`src/rtl/hangman_pkg.sv`:
```
// Shared types and letter codes for the hangman game engine.
package hangman_pkg;

  // Game phases of the engine.
  typedef enum logic [2:0] {
    StIdle,
    StPlay,
    StCheck,
    StWin,
    StLose
  } state_e;

  // Letter-code width used by hangman_hex.
  localparam int unsigned HexLetterW = 6;

  // DASH is all-zeros and PAD is all-ones at any letter width.
  localparam logic [HexLetterW-1:0] DashCode = '0;
  localparam logic [HexLetterW-1:0] PadCode  = '1;

  // hangman_hex letter codes: A starts at 0x0A and runs contiguously.
  localparam logic [HexLetterW-1:0] LetterA = 6'h0A, LetterB = 6'h0B, LetterC = 6'h0C;
  localparam logic [HexLetterW-1:0] LetterD = 6'h0D, LetterE = 6'h0E, LetterF = 6'h0F;
  localparam logic [HexLetterW-1:0] LetterG = 6'h10, LetterH = 6'h11, LetterI = 6'h12;
  localparam logic [HexLetterW-1:0] LetterJ = 6'h13, LetterK = 6'h14, LetterL = 6'h15;
  localparam logic [HexLetterW-1:0] LetterM = 6'h16, LetterN = 6'h17, LetterO = 6'h18;
  localparam logic [HexLetterW-1:0] LetterP = 6'h19, LetterQ = 6'h1A, LetterR = 6'h1B;
  localparam logic [HexLetterW-1:0] LetterS = 6'h1C, LetterT = 6'h1D, LetterU = 6'h1E;
  localparam logic [HexLetterW-1:0] LetterV = 6'h1F, LetterW = 6'h20, LetterX = 6'h21;
  localparam logic [HexLetterW-1:0] LetterY = 6'h22;

endpackage

```
`src/rtl/hangman_letter_match.sv`:
```
// Compares one guessed letter against every position of a word.
module hangman_letter_match
  import hangman_pkg::*;
#(
  parameter int unsigned WORD_LEN = 4,
  parameter int unsigned LETTER_W = 6
) (
  input  logic [WORD_LEN*LETTER_W-1:0] word,
  input  logic [LETTER_W-1:0]          guess,
  output logic [WORD_LEN-1:0]          hit_mask,
  output logic                         any_hit
);

  // Per-position equality; double letters light several bits at once.
  always_comb begin
    hit_mask = '0;
    for (int i = 0; i < WORD_LEN; i++) begin
      hit_mask[i] = (word[i*LETTER_W +: LETTER_W] == guess);
    end
  end

  assign any_hit = |hit_mask;

endmodule

```
`src/rtl/hangman_game_engine.sv`:
```
// Hangman controller: word latch, reveal mask, wrong-guess count, win/lose status.
module hangman_game_engine
  import hangman_pkg::*;
#(
  parameter int unsigned WORD_LEN   = 4,
  parameter int unsigned LETTER_W   = 6,
  parameter int unsigned MAX_WRONGS = 4,
  parameter int unsigned CNT_W      = 3
) (
  input  logic                         clk,
  input  logic                         reset,
  input  logic [WORD_LEN*LETTER_W-1:0] word_in,
  input  logic                         word_load,
  input  logic [LETTER_W-1:0]          guess,
  input  logic                         guess_valid,
  input  logic                         timer_expired,
  input  logic                         new_game,
  output logic [WORD_LEN*LETTER_W-1:0] display,
  output logic [WORD_LEN-1:0]          revealed,
  output logic [CNT_W-1:0]             wrong_count,
  output logic                         result_valid,
  output logic                         result_correct,
  output logic                         result_repeat,
  output logic                         game_won,
  output logic                         game_lost,
  output logic                         playing
);

  localparam int unsigned          NumCodes  = 2 ** LETTER_W;
  localparam logic [LETTER_W-1:0]  Dash      = '0;
  localparam logic [LETTER_W-1:0]  Pad       = '1;
  localparam logic [CNT_W-1:0]     MaxWrongs = CNT_W'(MAX_WRONGS);

  state_e                        state_q, state_d;
  logic [WORD_LEN*LETTER_W-1:0]  word_q, word_d;
  logic [WORD_LEN-1:0]           revealed_q, revealed_d;
  logic [CNT_W-1:0]              wrong_count_q, wrong_count_d;
  logic [NumCodes-1:0]           guessed_q, guessed_d;
  logic [LETTER_W-1:0]           guess_q, guess_d;
  logic                          result_valid_d, result_correct_d, result_repeat_d;
  logic                          result_valid_q, result_correct_q, result_repeat_q;
  logic [WORD_LEN*LETTER_W-1:0]  display_q, display_d;
  logic                          game_won_q, game_lost_q, playing_q;
  logic [WORD_LEN-1:0]           hit_mask;
  logic                          any_hit;
  logic                          guess_legal;

  assign guess_legal = (guess != Dash) && (guess != Pad);

  hangman_letter_match #(
    .WORD_LEN (WORD_LEN),
    .LETTER_W (LETTER_W)
  ) u_match (
    .word     (word_q),
    .guess    (guess_q),
    .hit_mask (hit_mask),
    .any_hit  (any_hit)
  );

  // Next-state and judgement logic; new_game overrides every other input.
  always_comb begin
    state_d          = state_q;
    word_d           = word_q;
    revealed_d       = revealed_q;
    wrong_count_d    = wrong_count_q;
    guessed_d        = guessed_q;
    guess_d          = guess_q;
    result_valid_d   = 1'b0;
    result_correct_d = 1'b0;
    result_repeat_d  = 1'b0;
    if (new_game) begin
      state_d       = StIdle;
      revealed_d    = '0;
      wrong_count_d = '0;
      guessed_d     = '0;
    end else begin
      unique case (state_q)
        StIdle: begin
          if (word_load) begin
            word_d = word_in;
            // Pad positions count as already revealed.
            for (int i = 0; i < WORD_LEN; i++) begin
              revealed_d[i] = (word_in[i*LETTER_W +: LETTER_W] == Pad);
            end
            state_d = (&revealed_d) ? StWin : StPlay;
          end
        end
        StPlay: begin
          if (timer_expired) begin
            state_d = StLose;
          end else if (guess_valid && guess_legal) begin
            guess_d = guess;
            state_d = StCheck;
          end
        end
        StCheck: begin
          if (timer_expired) begin
            state_d = StLose;
          end else begin
            result_valid_d = 1'b1;
            if (guessed_q[guess_q]) begin
              // Repeats are reported but never penalised.
              result_repeat_d  = 1'b1;
              result_correct_d = any_hit;
            end else begin
              guessed_d[guess_q] = 1'b1;
              if (any_hit) begin
                result_correct_d = 1'b1;
                revealed_d       = revealed_q | hit_mask;
              end else if (wrong_count_q < MaxWrongs) begin
                wrong_count_d = wrong_count_q + 1'b1;
              end
            end
            if (&revealed_d) begin
              state_d = StWin;
            end else if (wrong_count_d == MaxWrongs) begin
              state_d = StLose;
            end else begin
              state_d = StPlay;
            end
          end
        end
        StWin, StLose: ;
        default: state_d = StIdle;
      endcase
    end
  end

  // Display is built from next-state values so it updates with the reveal mask.
  always_comb begin
    display_d = '0;
    for (int i = 0; i < WORD_LEN; i++) begin
      if (state_d == StIdle) begin
        display_d[i*LETTER_W +: LETTER_W] = Dash;
      end else if (word_d[i*LETTER_W +: LETTER_W] == Pad) begin
        display_d[i*LETTER_W +: LETTER_W] = Pad;
      end else if (revealed_d[i] || (state_d == StLose)) begin
        display_d[i*LETTER_W +: LETTER_W] = word_d[i*LETTER_W +: LETTER_W];
      end else begin
        display_d[i*LETTER_W +: LETTER_W] = Dash;
      end
    end
  end

  // State and registered outputs; reset wins over new_game.
  always_ff @(posedge clk) begin
    if (reset) begin
      state_q          <= StIdle;
      word_q           <= '0;
      revealed_q       <= '0;
      wrong_count_q    <= '0;
      guessed_q        <= '0;
      guess_q          <= '0;
      result_valid_q   <= 1'b0;
      result_correct_q <= 1'b0;
      result_repeat_q  <= 1'b0;
      display_q        <= '0;
      game_won_q       <= 1'b0;
      game_lost_q      <= 1'b0;
      playing_q        <= 1'b0;
    end else begin
      state_q          <= state_d;
      word_q           <= word_d;
      revealed_q       <= revealed_d;
      wrong_count_q    <= wrong_count_d;
      guessed_q        <= guessed_d;
      guess_q          <= guess_d;
      result_valid_q   <= result_valid_d;
      result_correct_q <= result_correct_d;
      result_repeat_q  <= result_repeat_d;
      display_q        <= display_d;
      game_won_q       <= (state_d == StWin);
      game_lost_q      <= (state_d == StLose);
      playing_q        <= (state_d == StPlay) || (state_d == StCheck);
    end
  end

  assign display        = display_q;
  assign revealed       = revealed_q;
  assign wrong_count    = wrong_count_q;
  assign result_valid   = result_valid_q;
  assign result_correct = result_correct_q;
  assign result_repeat  = result_repeat_q;
  assign game_won       = game_won_q;
  assign game_lost      = game_lost_q;
  assign playing        = playing_q;

endmodule

```
`config.mk`:
```
export PLATFORM = sky130hd
export DESIGN_NAME = hangman_game_engine
export DESIGN_NICKNAME = d
export VERILOG_FILES = /design/src/rtl/hangman_pkg.sv /design/src/rtl/hangman_letter_match.sv /design/src/rtl/hangman_game_engine.sv
export SDC_FILE = /design/constraint.sdc
export NUM_CORES = 1
export LEC_CHECK = 0
export CAP_MARGIN = 25
export CORE_ASPECT_RATIO = 0.8
export CORE_MARGIN = 3
export CORE_UTILIZATION = 55
export CTS_BUF_LIST = sky130_fd_sc_hd__clkbuf_2 sky130_fd_sc_hd__clkbuf_4 sky130_fd_sc_hd__clkbuf_8
export CTS_CLUSTER_DIAMETER = 80
export DETAILED_ROUTE_END_ITERATION = 8
export PLACE_DENSITY_LB_ADDON = 0.15
export SKIP_LAST_GASP = 1
export SYNTH_ARGS = -nofsm -noshare
export SYNTH_HDL_FRONTEND = slang
export SYNTH_SLANG_ARGS = --single-unit
```
`constraint.sdc`:
```
create_clock -name clk -period 3.3 [get_ports clk]
set_input_delay 0.495 -clock clk [delete_from_list [all_inputs] [get_ports clk]]
set_output_delay 0.495 -clock clk [all_outputs]
set_load 0.005 [all_outputs]
```
* Yosys cells after proc, flatten, opt, wreduce, memory -nomap -nowiden
Cells that the tools add are included.
** Word-level totals
- Input port bits :: 36
- Register bits :: 134
** Operators by class
- Multiplexer cells :: 43
- Bitwise operators :: 6
- Add/subtract/negate cells :: 1
- $lt $le $gt $ge :: 3
- Equal/unequal tests :: 22
- Reduce and logical (&&, ||, !) cells :: 22
** Operators by type and width (count)
- $mux 24 :: 3
- $or 64x64->64 :: 1
- $eq 6x6->1 const B :: 8
- $mux 6 :: 8
- $mux 3 :: 13
- $mux 4 :: 8
- $eq 6x6->1 :: 4
- $eq 3x2->1 const B :: 4
- $pmux 3 s4 :: 1
- $reduce_and 4->1 :: 3
- $eq 3x3->1 const B :: 3
- $pmux 4 s2 :: 1
- $reduce_or 4->1 :: 2
- $lt 6x7->1 const B :: 1
- $bmux 1 s6 :: 1
- $demux 1 s6 :: 1
- $eq 3x1->1 const B :: 2
- $ge 6x1->1 const B :: 1
- $logic_not 3->1 :: 2
- $mux 1 :: 6
- $ne 6x6->1 const B :: 1
- $reduce_bool 6->1 :: 1
- $reduce_or 2->1 :: 3
- $logic_or 1x1->1 :: 5
- other kinds (9) :: 14

* Longest topological paths before layout
Gate-level depths: netlist of the first run.
- Depth after elaboration :: 17
- Gate-level depth with buffers :: 11
- Gate-level depth less buffers :: 8

* Modules after synthesis
A second synthesis of the first run with hierarchy kept.
** Unflattened totals
- Cell total of the unflattened synthesis :: 675
- Area, all modules :: 6157.2 µm²
** Modules (own cells, without submodules)
- hangman_game_engine :: cells an instance 639, sequential area each 2682.6 µm², times used 1, area each 5879.4 µm²
- hangman_letter_match :: cells an instance 36, sequential area each 0.0 µm², times used 1, area each 277.8 µm²

* Worst setup path after synthesis of the first run
Ideal clock, no wire load.
- Kind :: reg-to-reg
- Start point :: register guess_q[0]
- End point :: register display_q[23] (netlist: display[23])
- Clock period less this slack :: 2457 ps
- Stages on the path, launching flop included :: 11
- Setup slack :: 843 ps
- Setup time :: 122 ps
- Data arrival time :: 2334 ps
- Cell sequence :: dfxtp_1 > buf_6 > buf_6 > mux2_2 > o211ai_1 > nand4_2 > nor4_2 > o21ai_0 > o21ai_1 > buf_4 > o22ai_1
** On the way
- Longest elaborated chain between the ends :: 17
** RTL lines
- start: declaration :: line hangman_game_engine.sv:39 : logic [LETTER_W-1:0] guess_q, guess_d;
- start signal: assignment :: line hangman_game_engine.sv:167 : guess_q <= guess_d;
- branches (longest 17 deep; another with $bmux 1 s6)
- end signal: assignment :: line hangman_game_engine.sv:171 : display_q <= display_d;
- end: declaration :: line hangman_game_engine.sv:42 : logic [WORD_LEN*LETTER_W-1:0] display_q, display_d;
Parallel ways; which one is timed is not known. The select of a mux whose other input is x is not followed.
A chain may end at the register's enable or synchronous reset.

* Worst setup path after layout of the first run
- Start point :: register guess_q[3]
- End point :: register display_q[5] (netlist: display[5])
Same word-level chain as after synthesis.

==> results.ini, run 1 <==
[synth]
synth_area_leaders = dfxtp_1, mux2i_1, nor2_1, a21oi_1, o22ai_2
yosysTopAreaCellShare_pct = 43.1
ys_types = 53
syn_avg_cell_area_um2 = 9.13
synth_top_cell_by_area = dfxtp_1
synthArstFlopShare_pct = 0
synthFlopType = dfxtp_1
synth_seq_cells = 134
synth_warnings = 0
synthCells = 681
synthesis.nets = 718
seq_area_frac_synth_pct = 43.1
synth_edf_count = 0
syn-cell-area_um2 = 6220

[power]
power.switching_w = 0.000851
seqPwrFrac_pct = 47.7
swShare_pct = 24.4
clockPowerShare_pct = 43.7
finalPower_w = 0.00348
p_int_w = 0.00263
ir_drop_mv = 0.439
powerDensity_nw_per_um2 = 464
p_leak_nw = 2.51
combinationalPowerShare_pct = 8.6

[global_routing]
gr-total-overflow = 0
grt_busiest_layer = met2
grtUsageMet2_pct = 42.7
grt_pass1_wl_mm = 26.4
first_global_vias = 5130
antenna_found_initial = 0
track_usage_pct = 26.4
grt_max_degree = 40
use_met1_pct = 35.9
grt_use_met3_pct = 5.46

[sta]
fin_skew_ns = 0.0104
fin_crit_sh_pct = 92.1
tns_ns = 0
rsz0062_at_grt = false
finalCriticalPeriod_ns = 3.04
fin_ws_ns = 0.259
finalSetupViolCount = 0
relSlewSlack_pct = 46.5
finalHoldViolCount = 0
tightest_slew_ns = 0.800
fmax_mhz = 329
finalMaxSlewViolations = 0

[worst_setup_path]
arrival_ns = 3.42
critPathMaxStageDelay_ns = 0.83
crit_path_max_fanout = 24
endpoint_kind = flip-flop
cp_data_required_time_ns = 3.68
slowest_stage = dfxtp_1
critPathLaunchType = flip-flop
critPathKind = reg -> reg
r2r_slack_ns = 0.26
crit_chain = xnor2_1 > nand4_1 > nor3_1 > or4_4 > nor4_2 > nor2_1 > o32a_4 > o22ai_2

[finish]
drive_above_1_share_pct = 13.2
finalNetCount = 789
fill_cells = 836
syn2layout_area_growth_pct = 20.7
num_antenna_cells = 0
final_core_util_pct = 68.7

[hold_path]
min_path_type = reg -> reg

[clock_tree]
clock_latency_ns = 0.46
cts_made_buffers = 17
holdBufCountCts = 0
post_cts_buffers = 0
cts_tree = built
cts.root.buffer_cell = clkbuf_8
cts-htree-levels = 4
cts.sinks = 134
ctsResizeCount = 0
clock_path_buffers = 2
clk_pin_slew_ns = 0.08

[drt]
route.detailed.drc = 0
drt_iter0_markers = 554
drtAntennaViolNets = 0
wl_mm = 16.2
wl_per_cell_um = 17.9
detail_route.first_pass.iterations = 6
vias = 5281
via_per_inst = 5.81

[floorplanning]
dieHeight_um = 101
dieArea_um2 = 12600
start_util_pct = 56.9
core_area_um2 = 10900
fp-row-count = 34
die_w_um = 125
io_pins = 73

[placed_design]
gp_congestion = 0.881
io_buffers = 72
place_hpwl_mm = 11.4
post-place-ws_ns = 0.272

[job]
cap_viol_max_count = 0

[outcome]
outcome = completed

final cells by class:
type                            count  area, um2  area share, %
Clock buffer                       19        262           3.48
Clock inverter                     13        179           2.38
Inverter                           33        124           1.65
Multi-Input combinational cell    470       3140           41.9
Sequential cell                   134       2680           35.7
Tap cell                          144        180           2.40
Timing Repair Buffer               96        938           12.5
final timing paths:
check,from,endpoint,depth (start not counted)
hold / removal,guessed_q[15],guessed_q[15],2
setup reg to reg,guess_q[3],display[5],8
hold reg to reg,guessed_q[15],guessed_q[15],2
setup / recovery,guess_q[3],display[5],8
cell families after synthesis:
| group | count (synthesis) | share of synthesized area (%) |
|---|---|---|
| AO/OA/AOI/OAI | 143 | 16.2 |
| XOR/XNOR | 26 | 3.66 |
| flip-flops | 134 | 43.1 |
| adder cells (fa/ha/maj) | 1 | 0.201 |
| multiplexers | 63 | 10.2 |
| AND/OR/NAND/NOR | 237 | 20.2 |
| buffers and inverters | 77 | 6.46 |
routing by layer:
metal | routed length [um] | share of wire (%)
met5 | 0 | 0
met3 | 1140 | 7.0
met1 | 7270 | 45
met4 | 223 | 1.4
met2 | 7600 | 47
synthesized netlist by cell type (2+ instances only):
| library cell | number |
|---|---|
| a2111o_1 | 4 |
| a2111oi_0 | 2 |
| a211oi_1 | 11 |
| a21oi_1 | 73 |
| a22oi_1 | 8 |
| and2_1 | 7 |
| and3_1 | 4 |
| and4_1 | 3 |
| buf_2 | 11 |
| buf_4 | 8 |
| buf_6 | 7 |
| clkbuf_1 | 16 |
| dfxtp_1 | 134 |
| inv_1 | 32 |
| mux2_2 | 3 |
| mux2i_1 | 59 |
| nand2_1 | 15 |
| nand2b_1 | 5 |
| nand3_1 | 31 |
| nand4_1 | 11 |
| nand4_2 | 2 |
| nor2_1 | 115 |
| nor2b_1 | 8 |
| nor3_1 | 9 |
| nor3b_1 | 6 |
| nor4_2 | 2 |
| nor4_4 | 6 |
| o211ai_1 | 4 |
| o21ai_0 | 6 |
| o21ai_1 | 3 |
| o22ai_1 | 4 |
| o22ai_2 | 20 |
| o31ai_1 | 3 |
| or2_2 | 4 |
| or3_1 | 2 |
| or4_1 | 2 |
| xnor2_1 | 18 |
| xor2_1 | 8 |
per-stage QoR:
stage / instances / area (um2) / hold slack, ns
final: 909 / 7510 / 0.468
after floorplan: 681 / 6220 / 0.430
after detailed placement: 877 / 7070 / 0.453
after global routing: 909 / 7510 / 0.492
after global placement: 877 / 7070 / 0.444
after CTS: 909 / 7510 / 0.471
worst max-delay path: cells and delay by family, from the launching register on:
kind	cells	cell delay (ns)
xor+xnor	1	0.17
simple gates	5	1.17
compound gates	2	0.78
flops	1	0.83
cells in the final DEF (no fill, tap or decap), drive strengths merged, types with 2 or more instances in the layout:
master,instances
dfxtp,134
nor2,115
a21oi,73
clkdlybuf4s50,72
mux2i,59
inv,33
nand3,31
buf,24
o22ai,24
clkbuf,19
xnor2,18
nand2,15
nand4,13
a211oi,11
nor3,10
o21ai,9
a22oi,8
xor2,8
nor2b,8
nor4,8
clkinv,8
and2,7
nor3b,6
nand2b,5
or2,5
o211ai,4
a2111o,4
and3,4
bufinv,4
mux2,4
o31ai,3
and4,3
or4,3
a2111oi,2
or3,2
sequential cells by signal (all words and copies together) (netlist names):
name and cells:
display 24, game_lost 1, game_won 1, guess_q 6
guessed_q 64, playing 1, result_correct 1, result_repeat 1
result_valid 1, revealed 4, state_q 3, word_q 24
wrong_count 3
power by group through the flow:
stage          Sequential (W)  Clock, W  Combinational [W]
2_1_floorplan         0.00169         0           0.000176
3_3_place_gp          0.00170         0           0.000286
3_5_place_dp          0.00170         0           0.000294
4_1_cts               0.00166   0.00154           0.000296
5_1_grt               0.00166   0.00161           0.000323
6_report              0.00166   0.00152           0.000299
(Power assumes the default switching activity.)
==> inputs of run 2 (changes only) <==
==> constraint.sdc (replaced) <==
create_clock -name clk -period 3.1 [get_ports clk]
set_input_delay 0.62 -clock clk [delete_from_list [all_inputs] [get_ports clk]]
set_output_delay 0.62 -clock clk [all_outputs]
set_load 0.005 [all_outputs]
==> run 2 against run 1 <==
Compared with the run above:
- final area is 1.9% higher
- clock skew is 0.0044 ns higher
- sequential share of layout area is 0.64 points lower
- wire length is 0.57% higher
- via count is 1.0% higher
- combinational power is 9.0% higher
- critical path type unchanged
- critical endpoint is now guessed_q[18]
- largest power group unchanged
==> results.ini, run 2 (synthesis gave the netlist of run 1 again) <==
[global_routing]
antenna_found_initial = 0  ; unchanged
track_usage_pct = 26.0  ; was 26.4%
first_global_vias = 5229  ; was 5130
grt_max_degree = 43  ; was 40
grt_pass1_wl_mm = 26.5  ; was 26.4 mm
gr-total-overflow = 0  ; unchanged

[power]
powerDensity_nw_per_um2 = 491  ; was 464 nW/um2
power.switching_w = 0.000905  ; was 0.000851 W
swShare_pct = 24.1  ; was 24.4%
p_leak_nw = 2.59  ; was 2.51 nW
clockPowerShare_pct = 44.3  ; was 43.7%
ir_drop_mv = 0.285  ; was 0.439 mV
combinationalPowerShare_pct = 8.7  ; was 8.6%
p_int_w = 0.00286  ; was 0.00263 W
finalPower_w = 0.00376  ; was 0.00348 W
seqPwrFrac_pct = 47.0  ; was 47.7%

[finish]
syn2layout_area_growth_pct = 23.1  ; was 20.7%
drive_above_1_share_pct = 15.1  ; was 13.2%
num_antenna_cells = 0  ; unchanged
final_core_util_pct = 70.0  ; was 68.7%
largest_reg_flops = 64  ; unchanged
regMostFlops = guessed_q  ; unchanged
finalNetCount = 803  ; was 789
instances_no_fill = 923  ; was 909
final_cell_mix = dfxtp_1, nor2_1, a21oi_1  ; unchanged
layout_commonest_cell = dfxtp_1  ; unchanged

[floorplanning]
dieHeight_um = 101  ; unchanged
io_pins = 73  ; unchanged
dieArea_um2 = 12600  ; unchanged
die_w_um = 125  ; unchanged
fp-row-count = 34  ; unchanged
core_area_um2 = 10900  ; unchanged
start_util_pct = 56.9  ; unchanged

[sta]
relSlewSlack_pct = 50.0  ; was 46.5%
fin_ws_ns = 0.206  ; was 0.259 ns
rsz0062_at_grt = false  ; unchanged
tns_ns = 0  ; unchanged
tightest_slew_ns = 0.749  ; was 0.800 ns
finalCriticalPeriod_ns = 2.89  ; was 3.04 ns
finalSetupViolCount = 0  ; unchanged
fin_skew_ns = 0.0148  ; was 0.0104 ns
fmax_mhz = 345  ; was 329 MHz
fin_crit_sh_pct = 93.4  ; was 92.1%
finalMaxSlewViolations = 0  ; unchanged
finalHoldViolCount = 0  ; unchanged

[worst_setup_path]
crit_start = guess_q[0]  ; was guess_q[3]
crit_path_max_fanout = 28  ; was 24
endpoint_kind = flip-flop  ; unchanged
critPathLaunchType = flip-flop  ; unchanged
arrival_ns = 3.28  ; was 3.42 ns
reg2reg_to = guessed_q[18]  ; was display[5]
r2r_start = guess_q[0]  ; was guess_q[3]
cp_data_required_time_ns = 3.48  ; was 3.68 ns
critPathKind = reg -> reg  ; unchanged
r2r_slack_ns = 0.21  ; was 0.26 ns
r2r_cells = 9  ; was 8
worstSetupEndpoint = guessed_q[18]  ; was display[5]

[drt]
route.detailed.drc = 0  ; unchanged
wl_per_cell_um = 17.7  ; was 17.9 um
via_per_inst = 5.78  ; was 5.81
wl_mm = 16.3  ; was 16.2 mm
drt_iter0_markers = 415  ; was 554
detail_route.first_pass.iterations = 8  ; was 6
vias = 5334  ; was 5281
drtAntennaViolNets = 0  ; unchanged

[clock_tree]
cts_made_buffers = 17  ; unchanged
cts-htree-levels = 4  ; unchanged
cts_tree = built  ; unchanged
cts.sinks = 134  ; unchanged
post_cts_buffers = 0  ; unchanged
clk_pin_slew_ns = 0.08  ; about the same
clock_path_buffers = 2  ; unchanged
cts.root.buffer_cell = clkbuf_8  ; unchanged
clock_latency_ns = 0.45  ; was 0.46 ns

[hold_path]
min_path_type = reg -> reg  ; unchanged

[placed_design]
gp_congestion = 0.877  ; was 0.881
place_hpwl_mm = 11.6  ; was 11.4 mm
io_buffers = 72  ; unchanged
post-place-ws_ns = 0.157  ; was 0.272 ns
placedCellCount = 891  ; was 877

[job]
cap_viol_max_count = 0  ; unchanged

[outcome]
outcome = completed  ; unchanged

## run 2: layout make-up
cell class | count | area [um2]
multi-input combinational | 470 | 3150
clock inverter | 11 | 170
sequential | 134 | 2690
inverter | 33 | 124
clock buffer | 21 | 289
fill | 830 | 3280
timing repair buffer | 110 | 1060
tap | 144 | 180
## run 2: worst min-delay path by stage
stage	start	to	cells past startpoint
2_1_floorplan	guessed_q[22]	guessed_q[22]	2
3_3_place_gp	guessed_q[22]	guessed_q[22]	2
3_5_place_dp	guessed_q[49]	guessed_q[49]	2
4_1_cts	guessed_q[16]	guessed_q[16]	2
5_1_grt	guessed_q[6]	guessed_q[6]	2
6_report	guessed_q[16]	guessed_q[16]	2
## run 2: what timing repair did
action                     4_1_cts  5_1_grt
setup endpoints to repair        0       50
resized for setup                0        5
hold buffers                     0        0
## run 2: metrics by stage
stage | cell area, um2 | hold WS [ns]
final | 7650 | 0.470
after CTS | 7640 | 0.474
after global placement | 7180 | 0.440
after global routing | 7650 | 0.493
after floorplan | 6220 | 0.430
after detailed placement | 7180 | 0.455
## run 2: power groups by stage
stage                     clock network (W)  registers [W]  logic, W
final                               0.00167        0.00177  0.000326
after global routing                0.00175        0.00177  0.000354
after CTS                           0.00168        0.00177  0.000322
after detailed placement                  0        0.00181  0.000321
after global placement                    0        0.00181  0.000314
after floorplan                           0        0.00180  0.000187
## run 2: worst max-delay path, cell delays in order (launching register included)
cell and delay, ns:
dfxtp_1 0.40, buf_12 0.21, mux2_2 0.37, o211ai_1 0.26
nand4_2 0.25, or2_1 0.41, buf_4 0.21, nor4_4 0.43
a21oi_1 0.15, nor2_1 0.11
## run 2: per-layer routing
layer  GRT usage [%]  share of wire [%]  up-vias
met1            36.7                 48     2572
met4            8.08                1.1        0
li1                -                  -     2558
met3            6.83                6.4       16
met2            39.5                 45      188
met5               0                  0        -
==> inputs of run 3 (changes only) <==
--- a/config.mk
+++ b/config.mk
@@ -6,11 +6,14 @@
 export NUM_CORES = 1
 export LEC_CHECK = 0
 export CAP_MARGIN = 25
+export CELL_PAD_IN_SITES_DETAIL_PLACEMENT = 1
+export CELL_PAD_IN_SITES_GLOBAL_PLACEMENT = 2
 export CORE_ASPECT_RATIO = 0.8
 export CORE_MARGIN = 3
-export CORE_UTILIZATION = 55
+export CORE_UTILIZATION = 36
 export CTS_BUF_LIST = sky130_fd_sc_hd__clkbuf_2 sky130_fd_sc_hd__clkbuf_4 sky130_fd_sc_hd__clkbuf_8
 export CTS_CLUSTER_DIAMETER = 80
+export CTS_CLUSTER_SIZE = 10
 export DETAILED_ROUTE_END_ITERATION = 8
 export PLACE_DENSITY_LB_ADDON = 0.15
 export SKIP_LAST_GASP = 1
==> run 3 against run 2 <==
Compared with the run above:
- hold slack improved by 0.0014 ns
- critical endpoint is now state_q[2]
- power is 2.4% higher
- highest routed layer unchanged
- critical path type unchanged
- via count decreased by 1.3%
- critical path depth rose by 2
==> results.ini, run 3 (synthesis gave the netlist of run 1 again) <==
[outcome]
outcome = completed  ; unchanged

[floorplanning]
dieArea_um2 = 18900  ; was 12600 um2
io_pins = 73  ; unchanged
core_area_um2 = 16700  ; was 10900 um2
start_util_pct = 37.2  ; was 56.9%
dieHeight_um = 124  ; was 101 um
die_w_um = 153  ; was 125 um
fp-row-count = 42  ; was 34

[power]
finalPower_w = 0.00385  ; was 0.00376 W
p_leak_nw = 2.63  ; was 2.59 nW
ir_drop_mv = 0.256  ; was 0.285 mV
powerDensity_nw_per_um2 = 493  ; was 491 nW/um2

[drt]
route.detailed.drc = 0  ; unchanged
via_per_inst = 5.25  ; was 5.78
wl_per_cell_um = 18.7  ; was 17.7 um
vias = 5267  ; was 5334
detail_route.first_pass.iterations = 4  ; was 8
drt_iter0_markers = 264  ; was 415
wl_mm = 18.8  ; was 16.3 mm
drtAntennaViolNets = 0  ; unchanged

[sta]
relSlewSlack_pct = 37.4  ; was 50.0%
finalSetupViolCount = 0  ; unchanged
tns_ns = 0  ; unchanged
fin_skew_ns = 0.0136  ; was 0.0148 ns
finalHoldViolCount = 0  ; unchanged
finalCriticalPeriod_ns = 2.92  ; was 2.89 ns
fin_crit_sh_pct = 94.3  ; was 93.4%
rsz0062_at_grt = true  ; was false
fin_hold_ws_ns = 0.471  ; was 0.470 ns
tightest_slew_ns = 0.935  ; was 0.749 ns
finalMaxSlewViolations = 0  ; unchanged
fmax_mhz = 342  ; was 345 MHz
fin_ws_ns = 0.176  ; was 0.206 ns

[global_routing]
grt_max_degree = 47  ; was 43
grt_pass1_wl_mm = 30.0  ; was 26.5 mm
track_usage_pct = 20.3  ; was 26.0%
gr-total-overflow = 0  ; unchanged
grt_busiest_layer = met2  ; unchanged
first_global_vias = 5451  ; was 5229
use_met1_pct = 29.0  ; was 36.7%
grt_use_met3_pct = 3.92  ; was 6.83%
antenna_found_initial = 0  ; unchanged
grtUsageMet2_pct = 31.3  ; was 39.5%

[placed_design]
post-place-ws_ns = 0.0480  ; was 0.157 ns
io_buffers = 72  ; unchanged
gp_congestion = 0.816  ; was 0.877
place_hpwl_mm = 13.5  ; was 11.6 mm

[worst_setup_path]
crit_path_max_fanout = 33  ; was 28
crit_chain = buf_12 > mux2i_1 > a2111oi_0 > o211ai_1 > nand4_2 > buf_12 > nor3b_1 > o2111a_2 > buf_4 > or4_1 > a21oi_1  ; was buf_12 > mux2_2 > o211ai_1 > nand4_2 > or2_1 > buf_4 > nor4_4 > a21oi_1 > nor2_1
slowest_stage = or4_1  ; was nor4_4
critPathKind = reg -> reg  ; unchanged
cp_data_required_time_ns = 3.47  ; was 3.48 ns
critPathMaxStageDelay_ns = 0.49  ; was 0.43 ns
arrival_ns = 3.30  ; was 3.28 ns
endpoint_kind = flip-flop  ; unchanged
r2r_slack_ns = 0.18  ; was 0.21 ns
crit_top_cell = buf_12
critical_path.top_delay_family = compound AO/OA/AOI/OAI gates  ; was simple AND/OR/NAND/NOR gates
path_buf_inv = 3  ; was 2
critPathLaunchType = flip-flop  ; unchanged

[clock_tree]
holdBufCountCts = 0  ; unchanged
ctsResizeCount = 0  ; unchanged
cts.root.buffer_cell = clkbuf_8  ; unchanged
cts_tree = built  ; unchanged
cts.sinks = 134  ; unchanged
cts-htree-levels = 4  ; unchanged
cts_made_buffers = 17  ; unchanged
clk_pin_slew_ns = 0.08  ; about the same
clock_path_buffers = 2  ; unchanged
post_cts_buffers = 0  ; unchanged
clock_latency_ns = 0.45  ; about the same

[finish]
final_cell_mix = dfxtp_1, nor2_1, a21oi_1  ; unchanged
layout_commonest_cell = dfxtp_1  ; unchanged
regMostFlops = guessed_q  ; unchanged
finalNetCount = 807  ; was 803
syn2layout_area_growth_pct = 25.6  ; was 23.1%
drive_above_1_share_pct = 15.2  ; was 15.1%
largest_reg_flops = 64  ; unchanged
fill_cells = 1932  ; was 830
num_antenna_cells = 0  ; unchanged

[hold_path]
min_path_type = reg -> reg  ; unchanged

[job]
cap_viol_max_count = 0  ; unchanged

## run 3: changes by cell type in the layout (fill, tap and decap cells not counted), sizes merged
cell and delta:
buf +4, bufinv +1, clkbuf -1, clkinv +3, clkinvlp -2, inv -1
## run 3: final timing paths
kind,from,cells after the start,end
setup reg to reg,guess_q[0],11,state_q[2]
hold reg to reg,guessed_q[22],2,guessed_q[22]
setup / recovery,guess_q[0],11,state_q[2]
hold / removal,guessed_q[22],2,guessed_q[22]
## run 3: metrics by stage
stage | cells | utilization (%) | cell area (um2)
after floorplan | 681 | - | 6220
after global placement | 971 | 43.9 | 7330
after detailed placement | 971 | 43.9 | 7330
after CTS | 1003 | 46.7 | 7810
after global routing | 1003 | 46.8 | 7810
final | 1003 | 46.8 | 7810
## run 3: power by group
group	switching, W	internal [W]
clock	0.000728	0.00102
sequential	0.0000242	0.00174
combinational	0.000183	0.000152
## run 3: final cells by class
| type | count | area [um2] | share of cell area, % |
|---|---|---|---|
| clock buffer | 20 | 275 | 3.52 |
| clock inverter | 12 | 199 | 2.55 |
| inverter | 33 | 124 | 1.59 |
| multi-input combinational | 470 | 3150 | 40.3 |
| sequential | 134 | 2680 | 34.3 |
| tap | 220 | 275 | 3.52 |
| timing repair buffer | 114 | 1110 | 14.2 |
## run 3: layer usage
layer	part of all wire, %	routed length, um
met1	50	9450
met2	44	8260
met3	4.4	817
met4	1.3	244
met5	0	0
## run 3: worst register-to-register path: stages (launching register included)
cell       delay (ns)
dfxtp_1          0.37
buf_12           0.24
mux2i_1          0.12
a2111oi_0        0.46
o211ai_1         0.21
nand4_2          0.18
buf_12           0.13
nor3b_1          0.04
o2111a_2         0.28
buf_4            0.16
or4_1            0.50
a21oi_1          0.17
==> RTL change, RTL diff (settings of run 3) <==
The parameter `CNT_W` goes from 3 to 5.
--- a/src/rtl/hangman_game_engine.sv
+++ b/src/rtl/hangman_game_engine.sv
@@ -7,3 +7,3 @@
   parameter int unsigned MAX_WRONGS = 4,
-  parameter int unsigned CNT_W      = 3
+  parameter int unsigned CNT_W      = 5
 ) (
Interface: changed (resized wrong_count); port bits go from 73 to 75. The function was not compared with the original's and may differ.
==> RTL change against run 3 <==
Critical endpoint is now game_won$_SDFF_PP0_. Largest power group unchanged. Final cell count down 1.6%. Sequential cell count rose by 2. Wire length fell by 1.7%. First-iteration DRC count increased by 11%. Synthesized area fell by 5.0%. Critical path type unchanged. Synthesized cell count fell by 1.5%. Total power decreased by 5.7%. Setup slack gained 39 ps. Design area decreased by 4.5%. Clock power shrank 13%. Clock skew up 1.0 ps. Hold slack worse by 1.1 ps.
==> RTL change: results (changes against run 3) <==
[critical_path]
worstPathArrival_ps = 3260  ; -40 ps
crit_path_top_delay_cell = o31ai_1
crit_path_max_fanout = 23  ; -30%
max_stage_delay_ps = 440  ; -50 ps
path_delay_family = compound AO/OA/AOI/OAI gates

[clocking]
clockBufferDepth = 2  ; unchanged
clk_pin_slew_worst_paths_ps = 80  ; about the same
clk_latency_ps = 470  ; +20 ps
h-tree-depth = 4  ; unchanged

[drt]
wl_um = 18500  ; -1.7%
drt_iter0_markers = 292  ; +11%
vias = 5138  ; -2.4%
avgRoutedWirePerCell_um = 18.7  ; -0.11%

[cells_and_area]
fillers = 1862  ; -3.6%
antennaDiodeCount = 0  ; unchanged
nets = 796  ; -1.4%
drive_gt1_share_pct = 11.5  ; -3.7 points

[yosys]
synth.avg_cell_area_um2 = 8.80  ; -3.6%
ys_types = 49  ; -7.5%
synth_nets = 708  ; -1.4%
ys_seq_area_share_pct = 46.1  ; +3.0 points
synth.top_cells.by_area = dfxtp_1, mux2i_1, nor2_1, a21oi_1, xor2_1
synth_commonest_cells = nor2_1, dfxtp_1, a21oi_1

[placement]
hpwl_um = 13500  ; +0.52%
port-buffer-count = 74  ; +2.8%
place_congestion = 0.879  ; +7.8%
placed_cells = 954  ; -1.8%

[pwr]
vdd_ir_drop_max_mv = 0.276  ; +7.6%
netSwitchingFraction_pct = 25.9  ; +1.6 points
combPwrFrac_pct = 8.4  ; -0.3 points
p_clk_mw = 1.53  ; -13%
leakagePower_nw = 2.62  ; -0.49%
powerComb_mw = 0.304  ; -9.3%

[status]
run_status = complete, no violations

[sta]
skew_ps = 14.6  ; +0.997 ps
slew_headroom_pct = 33.8  ; -3.6 points

[global_route]
antenna_found_initial = 0  ; unchanged
grtUsageTotal_pct = 21.1  ; +0.82 points
grt_pass1_vias = 5354  ; -1.8%
grt_max_degree = 68  ; +45%
grt_pass1_wl_um = 29300  ; -2.3%

RTL change: changes by cell type after synthesis, sizes merged, moves of 12 or more:
| cell | before | now |
|---|---|---|
| inv | 33 | 8 |
| buf | 28 | 16 |
| o22ai | 24 | 4 |
| nor2 | 115 | 152 |
| nand3 | 31 | 19 |
RTL change: per-stage QoR:
step | cell area (µm²) | setup WS [ps]
global placement | 6980 | -58.5
finish | 7460 | 216
floorplan | 5910 | 636
detailed placement | 6980 | -119
CTS | 7390 | 17.4
global route | 7460 | -5.68
RTL change: logic make-up after synthesis:
logic type	after synthesis	share of synthesized area, %
and+or+nand+nor	267	21.5
DFF	136	46.1
AOI/OAI and AO/OA	132	13.6
muxes	63	10.7
buffers and inverters	46	3.98
xor gates and xnor gates	26	3.86
adders and majority gates	1	0.212
RTL change: per-layer routing:
metal,track usage [%],vias up,routed length [µm]
li1,-,2510,-
met1,31.0,2489,9170
met2,30.6,129,7900
met3,4.35,10,1260
met4,7.32,0,132
met5,0,-,0
RTL change: cell type report:
cell class	instances	area, µm²	area share (%)
multi-input combinational	489	3010	40.4
sequential	136	2730	36.5
clock inverter	12	140	1.88
timing repair buffer	107	1010	13.5
inverter	8	30.0	0.402
clock buffer	20	275	3.69
tap	215	269	3.60
RTL change: worst paths after layout:
check | startpoint | endpoint | slack [ps] | cells past startpoint
hold / removal | guessed_q[4]$_SDFFE_PP0P_ | guessed_q[4]$_SDFFE_PP0P_ | 470 | 2
setup / recovery | guess_q[2]$_SDFFE_PP0P_ | game_won$_SDFF_PP0_ | 220 | 10
hold reg to reg | guessed_q[4]$_SDFFE_PP0P_ | guessed_q[4]$_SDFFE_PP0P_ | 470 | 2
setup reg to reg | guess_q[2]$_SDFFE_PP0P_ | game_won$_SDFF_PP0_ | 220 | 10
